==> src/rtl/button_strobe_pkg.sv <==
// Shared definitions for the push-button conditioner: hold-FSM state
// encodings, default timing for the 12 MHz board clock, and a small
// constant helper used to size counters.
package button_strobe_pkg;

    typedef enum logic [1:0] {
        IDLE  = 2'd0,
        HELD  = 2'd1,
        LONGH = 2'd2
    } state_t;

    localparam int CLK_HZ           = 12_000_000;
    localparam int DEFAULT_DEBOUNCE = 120_000;     // 10 ms settle time
    localparam int DEFAULT_LONG     = 12_000_000;  // 1 s to long-press
    localparam int DEFAULT_REPEAT   = 2_400_000;   // 200 ms auto-repeat period

    function automatic int max_int(input int a, input int b);
        return (a > b) ? a : b;
    endfunction

endpackage

==> src/rtl/sync2.sv <==
// Two-flop synchroniser for an asynchronous pad input. The reset value is
// a parameter so each pad can come out of reset at its idle level.
module sync2 #(
    parameter bit RESET_VAL = 1'b0
) (
    input  logic clk,
    input  logic rst,
    input  logic d,
    output logic q
);

    logic s1;

    // Shift the pad value through two flops to settle metastability.
    // NOTE: sequential state uses <= so both flops sample pre-edge values;
    // with = the second flop would see the new s1 and collapse into one stage.
    always_ff @(posedge clk) begin
        if (rst) begin
            s1 <= RESET_VAL;
            q  <= RESET_VAL;
        end else begin
            s1 <= d;
            q  <= s1;
        end
    end

endmodule

==> src/rtl/button_strobe.sv <==
// Push-button conditioner: synchronise the pad, normalise polarity so that
// 1 means pressed, debounce, then run a press/hold FSM that emits
// single-cycle press, release, long-press and auto-repeat strobes.
module button_strobe
    import button_strobe_pkg::*;
#(
    parameter int DEBOUNCE   = DEFAULT_DEBOUNCE,
    parameter int LONG       = DEFAULT_LONG,
    parameter int REPEAT     = DEFAULT_REPEAT,
    parameter bit ACTIVE_LOW = 1'b1
) (
    input  logic clk,
    input  logic rst,
    input  logic btn_in,
    output logic level,
    output logic press_stb,
    output logic release_stb,
    output logic long_stb,
    output logic repeat_stb
);

    localparam int DCNT_W = $clog2(DEBOUNCE + 1);
    // Floor of 1 keeps the hold counter legal when both timers are disabled.
    localparam int HCNT_W = $clog2(max_int(max_int(LONG, REPEAT), 1) + 1);

    localparam logic [DCNT_W-1:0] DCNT_TC   = DCNT_W'(DEBOUNCE - 1);
    localparam logic [HCNT_W-1:0] LONG_TC   = HCNT_W'(LONG - 1);
    localparam logic [HCNT_W-1:0] REPEAT_TC = HCNT_W'(REPEAT - 1);

    logic              s2;
    logic              raw;
    logic [DCNT_W-1:0] dcnt;
    logic              accept;
    logic              press_acc;
    logic              release_acc;

    state_t            state;
    state_t            state_nxt;
    logic [HCNT_W-1:0] hcnt;
    logic [HCNT_W-1:0] hcnt_nxt;
    logic              long_nxt;
    logic              repeat_nxt;

    // The synchroniser idles at the released pad level so reset never
    // looks like a press.
    sync2 #(
        .RESET_VAL (ACTIVE_LOW)
    ) u_sync (
        .clk (clk),
        .rst (rst),
        .d   (btn_in),
        .q   (s2)
    );

    assign raw = s2 ^ ACTIVE_LOW;

    // A new value is accepted once it has differed from level for DEBOUNCE
    // consecutive evaluations; the direction of the change picks the strobe.
    assign accept      = (raw != level) && (dcnt == DCNT_TC);
    assign press_acc   = accept &  raw;
    assign release_acc = accept & ~raw;

    // Debounce counter, debounced level and the registered edge strobes.
    always_ff @(posedge clk) begin
        if (rst) begin
            level       <= 1'b0;
            dcnt        <= '0;
            press_stb   <= 1'b0;
            release_stb <= 1'b0;
        end else begin
            press_stb   <= press_acc;
            release_stb <= release_acc;
            if (raw == level) begin
                dcnt <= '0;
            end else if (accept) begin
                level <= raw;
                dcnt  <= '0;
            end else begin
                dcnt <= dcnt + DCNT_W'(1);
            end
        end
    end

    // Hold FSM state, hold counter and registered long/repeat strobes.
    always_ff @(posedge clk) begin
        if (rst) begin
            state      <= IDLE;
            hcnt       <= '0;
            long_stb   <= 1'b0;
            repeat_stb <= 1'b0;
        end else begin
            state      <= state_nxt;
            hcnt       <= hcnt_nxt;
            long_stb   <= long_nxt;
            repeat_stb <= repeat_nxt;
        end
    end

    // Next-state logic: time the hold from the accepted press; an accepted
    // release overrides any terminal count on the same edge.
    // NOTE: every output of this block is assigned a default first, so no
    // path through the case leaves a value unassigned and no latch is inferred.
    always_comb begin
        state_nxt  = state;
        hcnt_nxt   = hcnt;
        long_nxt   = 1'b0;
        repeat_nxt = 1'b0;

        case (state)
            IDLE: begin
                if (press_acc) begin
                    state_nxt = HELD;
                    hcnt_nxt  = '0;
                end
            end
            HELD: begin
                if (LONG != 0) begin
                    if (hcnt == LONG_TC) begin
                        long_nxt  = 1'b1;
                        hcnt_nxt  = '0;
                        state_nxt = LONGH;
                    end else begin
                        hcnt_nxt = hcnt + HCNT_W'(1);
                    end
                end
            end
            LONGH: begin
                if (REPEAT != 0) begin
                    if (hcnt == REPEAT_TC) begin
                        repeat_nxt = 1'b1;
                        hcnt_nxt   = '0;
                    end else begin
                        hcnt_nxt = hcnt + HCNT_W'(1);
                    end
                end
            end
            default: begin
                state_nxt = IDLE;
                hcnt_nxt  = '0;
            end
        endcase

        if (release_acc) begin
            state_nxt  = IDLE;
            hcnt_nxt   = '0;
            long_nxt   = 1'b0;
            repeat_nxt = 1'b0;
        end
    end

endmodule

==> config.mk <==
export PLATFORM = sky130hd
export DESIGN_NAME = button_strobe
export DESIGN_NICKNAME = d
export VERILOG_FILES = /design/src/rtl/button_strobe_pkg.sv /design/src/rtl/sync2.sv /design/src/rtl/button_strobe.sv
export SDC_FILE = /design/constraint.sdc
export NUM_CORES = 1
export LEC_CHECK = 0
export ABC_CLOCK_PERIOD_IN_PS = 5450
export CORE_UTILIZATION = 65
export DETAILED_ROUTE_END_ITERATION = 10
export PLACE_DENSITY_LB_ADDON = 0.05
export REMOVE_ABC_BUFFERS = 1
export SYNTH_ARGS = -nofsm -noshare
export SYNTH_HDL_FRONTEND = slang
export SYNTH_SLANG_ARGS = --single-unit
==> constraint.sdc <==
create_clock -name clk -period 5.45 [get_ports clk]
set_input_delay 1.09 -clock clk [delete_from_list [all_inputs] [get_ports clk]]
set_output_delay 1.09 -clock clk [all_outputs]
set_load 0.02 [all_outputs]
==> metrics.md <==
| Metric | Value |
|---|---|
| Run status | completed |
| Gr ovfl total | 0 |
| Net count of the finished layout | 305 |
| Post-CTS Hold Fix Bufs | 0 |
| Actual transition at the worst max-transition pin | 0.945 ns |
| Normalized max-slew margin | 37.0% |
| Area enclosed by the die boundary | 4100 µm² |
| Num CTS Buffers | 5 |
| Number of pins exceeding their max-slew limit in the final report | 0 |
| Worst setup margin | 2.27 ns |
| Max Fclk | 0.315 GHz |
| Number of buffers inserted to repair setup after CTS | 0 |
| CP arrival | 3.43 ns |
| Number of buffer cells added on primary ports | 7 |
| Number of nets with antenna violations after detailed routing | 0 |
| Synth warnings | 0 |
| Floorplan die width | 64.0 µm |
| Syn avg cell area | 8.60 µm² |
| Vias | 2082 |
| Total of cells resized after clock tree synthesis | 0 |
| Final WL | 4.77 mm |
| Most used flip-flop cell after synthesis | sky130_fd_sc_hd__dfxtp_1 |
| Worst clock skew | 0.0127 ns |
| Row count | 22 |
| Number of max-cap violations | 0 |
| Layout-stage area growth over the synthesis result | 7.70% |
| Standard cell core area | 3690 µm² |
| Final Hold Vio Count | 0 |
| Endpoint required time on the critical path | 5.70 ns |
| Post-synth cell types | 46 |
| Average detailed-routed wire length per instance | 13.8 µm |
| Worst setup EP type | register |
| Clock tree from TritonCTS | yes |
| Worst setup path class | in -> reg |
| First-pass GRT wire length | 8.03 mm |
| EDFF count, synth | 0 |
| Estimated wirelength of the detail-placed design | 3.33 mm |
| Pleak | 0.000968 µW |
| Fin crit share | 58.3% |
| Utilization of the core after routing | 73.1% |
| Largest fanout of any net on the critical path | 21 |
| Total track usage | 25.1% |
| Sequential fraction of the synthesis area | 40.0% |
| CTS Sinks | 50 |
| Post-synthesis instance area | 2500 µm² |
| Maximum number of pins on one net before global-route repair | 22 |
| Share of synthesized flip-flops with an asynchronous set or reset | 0% |
| Worst hold path type | reg -> reg |
| Final Hold Slack | 0.416 ns |
| Unrepaired setup endpoints after global routing | false |
| Number of synthesized register bits | 50 |
| Num ports | 8 |
| Initial antenna violation count | 0 |
| Root Buffer | sky130_fd_sc_hd__clkbuf_8 |
| Initial core utilization | 67.8% |
| Clock latency reported for the late side of the worst-skew pair | 0.31 ns |
| Count of routing violations after the opening detailed-route iteration | 108 |
| Syn Inst Count | 291 |
| Commonest non-fill, non-tap cells in the layout | 50 x sky130_fd_sc_hd__dfxtp_1, 38 x sky130_fd_sc_hd__nor2_1, 27 x sky130_fd_sc_hd__nand2_1 |
| Pwr Total | 660 µW |
| Overall die height | 64.0 µm |
| GPL Wtd Cong | 0.794 |
| Via count of the first global-routing pass | 1785 |
| Router iterations before antenna repair | 4 |
| Setup TNS after final layout | 0 ns |
| Most common library cell in the layout ignoring fill and taps | sky130_fd_sc_hd__dfxtp_1 |
| DRC errors left | 0 |
| Share of final-layout standard cells stronger than drive strength 1 | 7.74% |
| Critical Path Source Type | input pin |
| Routed via count divided by cell count | 6.03 |
| Minimum clock period | 3.18 ns |
| Longest Clk Path Bufs | 2 |
| Maximum level of the CTS H-tree | 2 |
| Clock edge transition at the registers on the reported setup and hold paths | 0.09 ns |
| Worst IR Drop VDD | 0.222 mV |
| # setup viols final | 0 |
| Post-placement setup slack | 1.96 ns |
| Power per cell area | 245 nW/µm² |
| Number of inserted diodes | 0 |
[cells by family after synthesis]
kind of cell	count (synthesis)	synth area share (%)
XOR/XNOR	13	4.55
buffers and inverters	17	3.25
AO/OA/AOI/OAI	53	15.8
flip-flops	50	40.0
AND/OR/NAND/NOR	151	32.9
adder cells (fa/ha/maj)	6	3.00
multiplexers	1	0.450
[report_power, final]
group	switching, µW	leakage, µW	internal (µW)
combinational	22.3	0.000515	9.09
clock	124	0.0000504	137
sequential	1.21	0.000403	367
[cells in the mapped netlist (all sizes together), types with 8 or more instances]
library cell	instances	area [µm²]
dfxtp	50	1000
nor2	38	143
nand2	27	101
nand3	20	100
nor3	15	75.1
o21ai	13	65.1
nor4	12	118
and3	10	62.6
nand4	9	56.3
a211o	8	70.1
a21o	8	60.1
inv	8	30.0
xor2	8	70.1
[path summary, 6_finish.rpt]
kind | from | to | slack (ns) | cells past startpoint
worst min register to register | u_sync.s1$_SDFF_PP1_ | u_sync.q$_SDFF_PP1_ | 0.42 | 1
worst max register to register | hcnt[0]$_SDFFE_PP0P_ | hcnt[3]$_SDFFE_PP0P_ | 2.61 | 7
worst max-delay path | rst | hcnt[10]$_SDFFE_PP0P_ | 2.27 | 5
worst min-delay path | u_sync.s1$_SDFF_PP1_ | u_sync.q$_SDFF_PP1_ | 0.42 | 1
[through the flow]
| step | cells | area (µm²) |
|---|---|---|
| 5_1_grt | 345 | 2700 |
| 2_1_floorplan | 282 | 2450 |
| 3_3_place_gp | 337 | 2580 |
| 4_1_cts | 345 | 2700 |
| 6_report | 345 | 2700 |
| 3_5_place_dp | 337 | 2580 |
[worst max-delay path: stages]
cell	delay (ns)
sky130_fd_sc_hd__clkdlybuf4s50_1	0.52
sky130_fd_sc_hd__a41oi_2	0.55
sky130_fd_sc_hd__o2111ai_2	0.64
sky130_fd_sc_hd__or3_1	0.55
sky130_fd_sc_hd__nand3_1	0.08
[sequential cells by signal (all words and copies together) (netlist names)]
register	count
long_stb	1
repeat_stb	1
level	1
state	2
release_stb	1
u_sync.s1	1
u_sync.q	1
dcnt	17
hcnt	24
press_stb	1
[cell type report]
cell class,count,area (µm²)
Multi-Input combinational cell,224,1420
Fill cell,310,993
Tap cell,48,60.1
Timing Repair Buffer,7,70.1
Clock buffer,5,68.8
Sequential cell,50,1000
Inverter,8,30.0
Clock inverter,3,45.0
[metal layers]
layer / part of all wire, % / vias to the layer above / global-route usage (%)
li1: - / 1078 / -
met1: 51 / 980 / 35.5
met2: 45 / 20 / 38.4
met3: 2.7 / 4 / 4.82
met4: 0.96 / 0 / 7.67
met5: 0 / - / 0
No activity file was read; power rests on OpenSTA's default activity.
